$ cat src/rtl/calpoc_pkg.sv
// Shared encodings for the button calculator: operation and entry-state codes,
// plus the active-high hex-to-segment table ({g,f,e,d,c,b,a}).
package calpoc_pkg;

   typedef enum logic [1:0] {
      OP_OR  = 2'd0,
      OP_XOR = 2'd1,
      OP_AND = 2'd2,
      OP_ADD = 2'd3
   } op_e;

   typedef enum logic [1:0] {
      S_A   = 2'd0,
      S_B   = 2'd1,
      S_RES = 2'd2
   } state_e;

   // Entry 15 first so that SEG_TABLE[n] is the code for hex digit n.
   localparam logic [15:0][6:0] SEG_TABLE = {
      7'b1110001, 7'b1111001, 7'b1011110, 7'b0111001,
      7'b1111100, 7'b1110111, 7'b1101111, 7'b1111111,
      7'b0000111, 7'b1111101, 7'b1101101, 7'b1100110,
      7'b1001111, 7'b1011011, 7'b0000110, 7'b0111111
   };

endpackage

$ cat src/rtl/calpoc_hex7seg.sv
// Combinational hex digit to seven-segment decoder; SEG_ACTIVE_LOW inverts
// every segment for common-anode displays.
module calpoc_hex7seg
   import calpoc_pkg::*;
#(
   parameter bit SEG_ACTIVE_LOW = 1'b0
) (
   input  logic [3:0] hex,
   output logic [6:0] seg
);

   assign seg = SEG_ACTIVE_LOW ? ~SEG_TABLE[hex] : SEG_TABLE[hex];

endmodule

$ cat src/rtl/calpoc_calc_core.sv
// Button-driven calculator core: bit-serial operand entry, four operations,
// result chaining and a registered hex seven-segment display.
module calpoc_calc_core
   import calpoc_pkg::*;
#(
   parameter int unsigned WIDTH          = 3,
   parameter bit          SEG_ACTIVE_LOW = 1'b0
) (
   input  logic             clk,
   input  logic             rst_n,
   input  logic             btn_one,
   input  logic             btn_zero,
   input  logic             btn_or,
   input  logic             btn_xor,
   input  logic             btn_and,
   input  logic             btn_add,
   input  logic             btn_eq,
   input  logic             btn_clr,
   output logic [WIDTH-1:0] led_a,
   output logic [WIDTH-1:0] led_b,
   output logic [6:0]       seg,
   output logic             carry,
   output logic [1:0]       op_sel,
   output logic [1:0]       state
);

   localparam logic [6:0] SEG_RESET = SEG_ACTIVE_LOW ? ~SEG_TABLE[0] : SEG_TABLE[0];

   logic [7:0] btn_raw, btn_prev_d, btn_prev_q, btn_ev;
   logic       clr_ev, eq_ev, op_ev, digit_ev, digit_bit;
   op_e        op_new;

   state_e           state_d, state_q;
   op_e              op_d, op_q;
   logic [WIDTH-1:0] a_d, a_q, b_d, b_q, r_d, r_q;
   logic             carry_d, carry_q;
   logic [WIDTH-1:0] alu_res, disp_val;
   logic [WIDTH:0]   sum_w;
   logic [6:0]       seg_d, seg_q;

   // Press events: rising edge against the previous-value flop.
   assign btn_raw    = {btn_clr, btn_eq, btn_or, btn_xor, btn_and, btn_add, btn_one, btn_zero};
   assign btn_prev_d = btn_raw;
   assign btn_ev     = btn_raw & ~btn_prev_q;

   assign clr_ev    = btn_ev[7];
   assign eq_ev     = btn_ev[6];
   assign op_ev     = |btn_ev[5:2];
   assign digit_ev  = btn_ev[1] ^ btn_ev[0];
   assign digit_bit = btn_ev[1];

   always_comb begin
      op_new = OP_ADD;
      if (btn_ev[5])      op_new = OP_OR;
      else if (btn_ev[4]) op_new = OP_XOR;
      else if (btn_ev[3]) op_new = OP_AND;
   end

   assign sum_w = {1'b0, a_q} + {1'b0, b_q};

   always_comb begin
      alu_res = sum_w[WIDTH-1:0];
      case (op_q)
         OP_OR:   alu_res = a_q | b_q;
         OP_XOR:  alu_res = a_q ^ b_q;
         OP_AND:  alu_res = a_q & b_q;
         default: alu_res = sum_w[WIDTH-1:0];
      endcase
   end

   always_ff @(posedge clk or negedge rst_n) begin
      if (!rst_n) state_q <= S_A;
      else        state_q <= state_d;
   end

   // Only the highest-priority event of a cycle acts; lower ones are dropped.
   always_comb begin
      state_d = state_q;
      if (clr_ev) begin
         state_d = S_A;
      end else if (eq_ev) begin
         if (state_q != S_A) state_d = S_RES;
      end else if (op_ev) begin
         state_d = S_B;
      end else if (digit_ev) begin
         if (state_q == S_RES) state_d = S_A;
      end
      if (state_q != S_A && state_q != S_B && state_q != S_RES) state_d = S_A;
   end

   always_comb begin
      a_d     = a_q;
      b_d     = b_q;
      r_d     = r_q;
      op_d    = op_q;
      carry_d = carry_q;
      if (clr_ev) begin
         a_d     = '0;
         b_d     = '0;
         r_d     = '0;
         op_d    = OP_OR;
         carry_d = 1'b0;
      end else if (eq_ev) begin
         if (state_q != S_A) begin
            r_d     = alu_res;
            carry_d = (op_q == OP_ADD) ? sum_w[WIDTH] : 1'b0;
         end
      end else if (op_ev) begin
         op_d = op_new;
         if (state_q != S_B) begin
            b_d = '0;
         end
         if (state_q == S_RES) begin
            a_d     = r_q;
            carry_d = 1'b0;
         end
      end else if (digit_ev) begin
         case (state_q)
            S_A:     a_d = (a_q << 1) | WIDTH'(digit_bit);
            S_B:     b_d = (b_q << 1) | WIDTH'(digit_bit);
            default: begin
               a_d     = WIDTH'(digit_bit);
               b_d     = '0;
               carry_d = 1'b0;
            end
         endcase
      end
   end

   // The display follows the next state so seg updates in the same edge as the registers.
   always_comb begin
      case (state_d)
         S_A:     disp_val = a_d;
         S_B:     disp_val = b_d;
         default: disp_val = r_d;
      endcase
   end

   calpoc_hex7seg #(
      .SEG_ACTIVE_LOW(SEG_ACTIVE_LOW)
   ) u_hex7seg (
      .hex(4'(disp_val)),
      .seg(seg_d)
   );

   always_ff @(posedge clk or negedge rst_n) begin
      if (!rst_n) begin
         btn_prev_q <= '0;
         a_q        <= '0;
         b_q        <= '0;
         r_q        <= '0;
         op_q       <= OP_OR;
         carry_q    <= 1'b0;
         seg_q      <= SEG_RESET;
      end else begin
         btn_prev_q <= btn_prev_d;
         a_q        <= a_d;
         b_q        <= b_d;
         r_q        <= r_d;
         op_q       <= op_d;
         carry_q    <= carry_d;
         seg_q      <= seg_d;
      end
   end

   assign led_a  = a_q;
   assign led_b  = b_q;
   assign seg    = seg_q;
   assign carry  = carry_q;
   assign op_sel = op_q;
   assign state  = state_q;

endmodule

$ cat config.mk
export PLATFORM = sky130hd
export DESIGN_NAME = calpoc_calc_core
export DESIGN_NICKNAME = d
export VERILOG_FILES = /design/src/rtl/calpoc_pkg.sv /design/src/rtl/calpoc_hex7seg.sv /design/src/rtl/calpoc_calc_core.sv
export SDC_FILE = /design/constraint.sdc
export NUM_CORES = 1
export LEC_CHECK = 0
export BUFFER_PORTS_ARGS = -buffer_cell sky130_fd_sc_hd__buf_4
export CORE_MARGIN = 1.5
export CORE_UTILIZATION = 60
export CTS_CLUSTER_SIZE = 28
export DETAILED_ROUTE_END_ITERATION = 7
export GPL_TIMING_DRIVEN = 0
export PLACE_DENSITY = 0.8
export SYNTH_ARGS = -nofsm -noshare
export SYNTH_HDL_FRONTEND = slang
export SYNTH_SLANG_ARGS = --single-unit
$ cat constraint.sdc
create_clock -name clk -period 7.05 [get_ports clk]
set_input_delay 0.705 -clock clk [delete_from_list [all_inputs] [get_ports clk]]
set_output_delay 0.705 -clock clk [all_outputs]
set_load 0.01 [all_outputs]
==> results of run 1 <==
[cell usage in the layout, fill, tap and decap left out, drive strengths merged, types with 4 or more instances in the layout]
master  count
buf        34
a221oi      5
clkbuf     10
nand4       4
o21ai      11
nor2        9
nor2b       6
nor3        4
a21oi      12
inv        15
nand2b      8
mux2i       8
ha         12
nand2      16
o211ai      4
dfrtp      23
dfstp       6
[kinds of logic (layout without fill, tap and decap cells)]
logic type               after synthesis  in the layout
AO/OA/AOI/OAI                         44             44
XOR/XNOR                               3              3
adder cells (fa/ha/maj)               13             13
buffers and inverters                 26             61
flip-flops                            29             29
multiplexers                           9              9
AND/OR/NAND/NOR                       55             55
[flip-flops by register name, summed over array words and instances (netlist names)]
signal and cells:
btn_prev_q 8, seg 7, led_a 3, led_b 3, r_q 3, op_sel 2, state 2, carry 1
[how the worst min path moves through the flow]
stage,slack (ns),startpoint,cells after the start,endpoint
6_report,0.28,rst_n,1,btn_prev_q[2]
5_1_grt,0.28,rst_n,1,op_sel[1]
4_1_cts,0.29,rst_n,1,btn_prev_q[2]
3_5_place_dp,0.57,r_q[1],2,r_q[1]
3_3_place_gp,0.54,carry,2,carry
2_1_floorplan,0.41,rst_n,0,btn_prev_q[0]
[power by group through the flow]
stage / combinational, mW / clock, mW / sequential, mW
floorplan: 0.0928 / 0 / 0.225
global placement: 0.158 / 0 / 0.216
detailed placement: 0.164 / 0 / 0.217
CTS: 0.165 / 0.117 / 0.214
global route: 0.184 / 0.126 / 0.217
finish: 0.165 / 0.115 / 0.214
[metal layers]
layer  vias up  routed length [um]  share of wire, %
met3        15                 240               6.1
met1       717                1650                42
li1        689                   -                 -
met4         0                  96               2.4
met5         -                   0                 0
met2        67                1970                50
[synth_stat cells, types with 5 or more instances]
library cell / number / area, um2
dfstp_2: 6 / 158
ha_1: 12 / 150
inv_1: 15 / 56.3
nand2_1: 15 / 56.3
buf_2: 6 / 30.0
mux2i_1: 8 / 80.1
nor2_1: 9 / 33.8
dfrtp_1: 23 / 576
o21ai_0: 9 / 45.0
nand2b_1: 5 / 31.3
a21oi_1: 12 / 60.1
[critical path: cells and delay by family, from the launching register on]
family	cells	cell delay [ns]
multiplexers	2	0.43
adder cells (fa/ha/maj)	3	0.94
flip-flops	1	0.45
buffers and inverters	1	0.20
AND/OR/NAND/NOR	1	0.08
AO/OA/AOI/OAI	3	0.95
[area by class of cell]
type,count,share of cell area (%)
Tap cell,31,1.87
Clock inverter,1,0.241
Inverter,16,2.96
Sequential cell,29,35.3
Multi-Input combinational cell,124,44.1
Buffer,10,2.59
Clock buffer,7,3.14
Timing Repair Buffer,27,9.77
[stage by stage]
step	utilization [%]	hold slack, ns	total power [mW]
CTS	74.6	0.286	0.496
global placement	72.1	0.542	0.374
global route	74.6	0.280	0.528
floorplan	-	0.409	0.317
detailed placement	72.1	0.566	0.381
finish	74.6	0.280	0.494
==> results summary, run 1 <==
In the synthesized netlist the dominant register cell turns out to be dfrtp_1. The final number of setup-violating endpoints is 0. Across every metal layer, demand over resource in global routing totals between 20% and 30%. The endpoint of the worst register-to-register path is seg[4]. The DRC marker count from the first detailed-route iteration is 90. The run finished with clean final reports. The sequential cell area came out at around 730 um2.

The analysis attributes to cell leakage a power of 0.990 nW. The timing-limited maximum frequency is about 320 MHz. The switching power summed over all nets is between 0.15 and 0.2 mW. The critical path goes through ha_1 > fa_1 > mux2i_1 > a211oi_1 > a21oi_1 > nor2_1 > a221oi_1 > inv_1 > ha_1 > mux2_4. The CTS root buffer is clkbuf_4.

The final antenna diode count came out at 0. Routability-driven placement finished with a final weighted congestion of 0.955. The number of I/O pins came out at 28. The post-route worst setup slack is between 3 and 4 ns.

After synthesis, the largest family of logic cells by area is simple AND/OR/NAND/NOR gates. STA classifies the critical path startpoint as a flip-flop. The post-route netlist has approximately 29% of its cells at a drive strength greater than 1. The setup skew after layout came out at around 0.0085 ns.

The layer flagged by global routing as most heavily used is met2. The setup TNS came out at 0 ns. The beginning of the worst register-to-register path is led_a[0]. The path category of the worst min-delay check is primary input to async pin.

The setup path with the least slack is of type flip-flop to flip-flop. The die is ~57 um wide. The mux share of post-synthesis cell area is 5.39%.

The setup slack after placement came out at 3.79 ns. The net switching fraction of the power is 33.1%. In this run the register-to-register setup slack is 3.93 ns. The sequential group share of total power came out at between 40% and 50%. The global-route met3 utilization is between 8 and 9%. The count of hold buffers inserted by post-cts repair is 0. The worst path uses 44.3% of the clock period.

Of all nets on the critical path, the largest fanout is 6. The synthesized design contains 0 enable-type register cells. The total iterations of the first detailed-routing run came out at 4. The starting utilization of the core area is 63.4%. The number of storage elements in the synthesis netlist came out at 29. The final number of max-transition violations came to 0. The number of nets in the synthesized netlist is 202.

Measured in cells, the most critical reg-to-reg path has a length of 10. The async set-or-reset flop fraction in the synthesized netlist came out at 100%. For this run the aggregate overflow at the end of global routing stands at 0. The post-route cell area is just over 2000 um2. After clock tree synthesis, the setup repair step added 0 buffers. The clock tree from TritonCTS is done.

The critical path data required time came out at 7.31 ns. The number of routed nets with antenna violations came out at 0. The non-filler instance count after layout is about 250.

Summing the areas of all xor and xnor instances in the mapped netlist gives between 2 and 2.5% of the synthesized area. For the pin with the worst max-slew slack, the measured transition is approximately 0.72 ns. The DRC violation count after routing came out at 0. The clock insertion delay at the later pin of the skew report is roughly 0.33 ns. The number of placement rows is 19. The peak ir drop on the vdd network came out at around 0.00024 V.

Detailed placement ended at an HPWL of between 3 and 4 mm. Gates resized during post-CTS repair numbered 0. The cell that appears most often on the critical path is ha_1. Max-cap violations in this run came to 0. The synthesized netlist devotes between 10% and 20% of its cell area to compound gates. The adder-cell area share of the yosys netlist came out at under 10%. The via count of the first global-routing pass is roughly 1500.

The maximum count of clock buffers along a single path came out at 2. The multi-input combinational cell area is 915 um2. The maximum number of pins on one net before global-route repair came out at 30.

The first global-routing pass estimated roughly 7.0 mm of wire. The number of port buffers came out at 27. The vertical die dimension is between 50 and 60 um. The number of warnings printed during yosys synthesis is 0.

The placeable core region came out at around 2800 um2. Setup repair after global routing left no endpoint under its margin. Counting I/O delays and the setup requirement, the final critical path takes about 3.1 ns. The clock buffer count from CTS came out at 5. The initial antenna violation count came out at 0. Headroom to the max-slew limit came out at approximately 52%. The share of total power dissipated in the clock network is 23.2%. The tree built by TritonCTS fans out to 29 sinks.

The global routing met1 resource utilization came out at around 37%. The internal power component is 0.331 mW. After detailed routing, the total wire length is 3.96 mm. The met2 capacity usage during global routing came out at 44.7%. The total count of hold-check failures in the final report is 0. The post-placement cell area came out at 2000 um2. The number of nets at the end of the flow is roughly 240. The part of the Yosys area used for sequential elements came out at approximately two fifths.

The count of fill cells added during filler insertion came out at approximately 230. The worst setup path is captured at a flip-flop. In the routed layout, each cell is associated on average with a via count of roughly 6. Compared with the post-synthesis result, the final layout area differs by 17.7%. The total standard cell area after synthesis came out at roughly 1800 um2.

Data arrives at the worst endpoint at ~3.4 ns. The clock transition at the register clock pins on the worst setup and hold paths after CTS is 0.09 ns. A synthesized cell averages between 9 and 10 um2.

The number of different library cells used by synthesis comes to 45. CTS built an H-tree with a depth of 2. The synthesized netlist devotes ~17% of its cell area to simple gates. The mean routed wirelength per cell came out at between 15 and 20 um. The synthesized instance count is 179. For this run, the slowest stage of the critical path takes about 0.59 ns. The critical path ends at seg[4]. The total instance count after detailed placement is 237. The combinational share of power came out at 33.5%.

The critical path starts at led_a[0]. For this block, the via count after detailed routing is between 1000 and 1500. The slowest stage of the critical path is the a221oi_1 cell. The die outline area is between 3000 and 4000 um2. The ratio of total power to cell area is around 240 nW/um2.
Note: power is estimated with default switching activity, not from simulation.
==> inputs of run 2 (changes only) <==
- CORE_UTILIZATION: 60 -> 50
- PLACE_DENSITY: 0.8 -> 0.71
- clock period: 7.05 -> 2.79 ns (I/O delays scaled with it)
==> run 2 against run 1 <==
Compared with the run above:
- combinational power grew to 2.6 times the previous value
- clock power increased to 2.6 times the previous value
- total power rose to 2.6 times the previous value
- count of clock-buffer cells in the layout stayed put
==> results summary, run 2 (same netlist as run 1, synthesis figures left out) <==
The placeable core region is 3360 um2 (was 2780 um2). The number of port buffers came to 27 (unchanged). The number of placement rows is 21 (was 19).

The setup skew after layout came to 0.0104 ns (was 0.00852 ns). The clock insertion delay at the later pin of the skew report came out at 0.33 ns (about the same). The total met3 wirelength after detailed routing came out at 289 um (was 240 um).

The type of destination of the critical path was a flip-flop (unchanged). The final antenna diode count came out at 0 (unchanged). The cell occurring most often along the worst timing path is ha_1 (unchanged). The type of element launching the critical path was a flip-flop (unchanged). The average vias per placed instance is 5.54 (was 6.07).

The sequential group share of total power is 42.7% (was 43.3%). The total met2 wirelength after detailed routing came out at 1.93 mm (was 1.97 mm). The fraction of final layout cells with drive strength greater than 1 came out at 31.7% (was 29.0%). The setup slack after placement is -0.253 ns (was 3.79 ns). The combined global-route utilization of all metal layers came out at 22.2% (was 28.3%). The clock tree from TritonCTS is done (unchanged). The starting utilization of the core area was 52.4% (was 63.4%). The portion of the clock cycle consumed by the worst path in the final layout is 94.8% (was 44.3%). The top register by number of flip-flops is btn_prev_q (unchanged). The critical path data required time is 3.06 ns (was 7.31 ns).

The highest metal layer with signal wires was met4 (unchanged). The synthesis-to-layout area growth came out at 21.4% (was 17.7%). The count of buffering cells on the critical path with inverters included is 1 (unchanged). The combinational share of power came out at 34.0% (was 33.5%). The maximum fanout encountered on the critical timing path came out at 6 (unchanged).

The maximum number of pins on one net before global-route repair is 30 (unchanged). The post-route worst setup slack is 0.144 ns (was 3.93 ns). The number of flip-flops under the largest register name came out at 8 (unchanged).

The clock transition at the register clock pins on the worst setup and hold paths after CTS came to 0.10 ns (was 0.09 ns). The post-detailed-routing wire length is 3.96 mm (about the same). The number of I/O pins came to 28 (unchanged). The clock buffer count from CTS is 5 (unchanged). The part of the power in the clock network is 23.3% (was 23.2%). The peak ir drop on the vdd network is 0.000350 V (was 0.000242 V).

Cell chain of the critical path: ha_1 > fa_1 > mux2i_1 > a211oi_1 > a21oi_1 > nor2_1 > a221oi_2 > inv_1 > ha_1 > mux2_4 (was ha_1 > fa_1 > mux2i_1 > a211oi_1 > a21oi_1 > nor2_1 > a221oi_1 > inv_1 > ha_1 > mux2_4). The HPWL after detailed placement is 2.95 mm (was 3.02 mm). The maximum count of clock buffers along a single path came out at 2 (unchanged).

The transition time at the pin with the least slew margin came to 0.514 ns (was 0.722 ns). The total global routing overflow came to 0 (unchanged). The slowest cell on the critical path is dfrtp_2 (was a221oi_1). The DRC marker count from the first detailed-route iteration came out at 92 (was 90).

The first-pass GRT wire length was 6.76 mm (was 6.97 mm). The CTS H-tree depth is 2 (unchanged). The timing-limited maximum frequency is 378 MHz (was 320 MHz).

The worst slew slack as a fraction of its limit is 65.4% (was 51.8%). The DRC violation count after routing is 0 (unchanged). The via count of the first global-routing pass is 1440 (was 1506). The path type of the worst setup path is flip-flop to flip-flop (unchanged). The number of max-cap violations came to 0 (unchanged).

The total count of hold-check failures in the final report was 0 (unchanged). The switching power summed over all nets is 0.420 mW (was 0.163 mW). The die extent in x is 62.4 um (was 57.2 um). Run status: finished clean (unchanged).

The initial antenna violation count came out at 0 (unchanged). The net switching fraction of the power was 33.1% (about the same). The leading cell type in the layout, fill and taps excluded is buf_4 (unchanged).

The total via count after detailed routing came to 1462 (was 1488). The clock net sink count is 29 (unchanged). Unrepaired setup endpoints after global routing: false (unchanged). The arrival time of data at the critical path endpoint is 2.91 ns (was 3.38 ns).

The leakage power came out at 1.01 nW (was 0.990 nW). The post-placement cell area is 2020 um2 (was 2000 um2). The internal power component came out at 0.847 mW (was 0.331 mW). The delay of the slowest cell on the worst path is 0.47 ns (was 0.59 ns). The core occupancy in the finished layout came out at 63.7% (was 74.6%). The clock period minus final worst setup slack came out at 2.65 ns (was 3.12 ns). The ratio of total power to cell area came out at 592 nW/um2 (was 238 nW/um2).

The cell class contributing the biggest share of worst-path delay is adder cells (was compound AO/OA/AOI/OAI gates). The number of routed nets with antenna violations is 0 (unchanged). The met1 layer wirelength in the final routing was 1.69 mm (was 1.65 mm). Commonest cells after routing, fill and taps aside: 30 x buf_4, 21 x dfrtp_1, 15 x inv_1, 15 x nand2_1 (was 27 x buf_4, 23 x dfrtp_1, 15 x inv_1, 15 x nand2_1). The number of nets at the end of the flow came out at 240 (was 236). The die outline area is 3890 um2 (was 3270 um2).

The path category of the worst min-delay check is primary input to flip-flop (was primary input to async pin). The total iterations of the first detailed-routing run came out at 4 (unchanged). The final number of max-transition violations is 0 (unchanged).

The vertical die dimension came to 62.4 um (was 57.2 um). The post-route cell area came out at 2140 um2 (was 2070 um2). The CTS root buffer is clkbuf_4 (unchanged). The routability congestion estimate from global placement came out at 0.901 (was 0.955). The mean routed wirelength per cell came to 15.0 um (was 16.1 um). The final number of setup-violating endpoints is 0 (unchanged).
run 2: per-layer routing:
| metal | up-vias | global-route usage, % |
|---|---|---|
| met2 | 66 | 36.5 |
| li1 | 697 | - |
| met3 | 7 | 5.05 |
| met4 | 0 | 7.22 |
| met5 | - | 0 |
| met1 | 692 | 29.1 |
run 2: power by group through the flow:
stage / sequential (mW) / combinational (mW) / clock, mW
5_1_grt: 0.551 / 0.477 / 0.319
2_1_floorplan: 0.567 / 0.235 / 0
3_3_place_gp: 0.547 / 0.403 / 0
3_5_place_dp: 0.549 / 0.413 / 0
6_report: 0.541 / 0.430 / 0.296
4_1_cts: 0.541 / 0.428 / 0.304
run 2: stage by stage:
stage	total power, mW	hold WS (ns)	std cells	TNS [ns]
2_1_floorplan	0.802	-0.0166	179	0
3_3_place_gp	0.950	0.216	252	-0.573
3_5_place_dp	0.962	0.220	252	-0.898
4_1_cts	1.27	0.0512	264	0
5_1_grt	1.35	0.0518	264	0
6_report	1.27	0.0665	264	0
run 2: cell type report:
class	count	area [um2]
timing repair buffer	31	235
sequential	29	736
inverter	16	61.3
tap	46	57.6
buffer	10	53.8
multi-input combinational	124	927
clock inverter	1	5.00
fill	316	1220
clock buffer	7	65.1
run 2: path summary, 6_finish.rpt:
check	slack, ns	cells after the start	to	from
worst max-delay path	0.14	10	seg[4]	led_b[0]
worst min-delay path	0.07	1	btn_prev_q[7]	btn_clr
worst max register to register	0.14	10	seg[4]	led_b[0]
worst min register to register	0.58	2	carry	carry
max in group asynchronous	2.08	2	seg[0]	rst_n
min in group asynchronous	0.39	2	btn_prev_q[2]	rst_n
run 2: timing repair:
action / 4_1_cts / 5_1_grt
setup endpoints to repair: 6 / 3
gates resized for setup: 1 / 3
hold buffers: 1 / 0
endpoints found under the hold margin: 23 / 0
setup buffers: 3 / 0
gates cloned: 0 / 0
run 2: worst reg2reg max path: stages, from the launching register on:
cell and delay (ns):
dfrtp_2 0.47, ha_1 0.24, fa_1 0.43, mux2i_1 0.17
a211oi_1 0.10, a21oi_1 0.23, nor2_1 0.09, a221oi_2 0.27
inv_1 0.13, ha_1 0.20, mux2_4 0.26
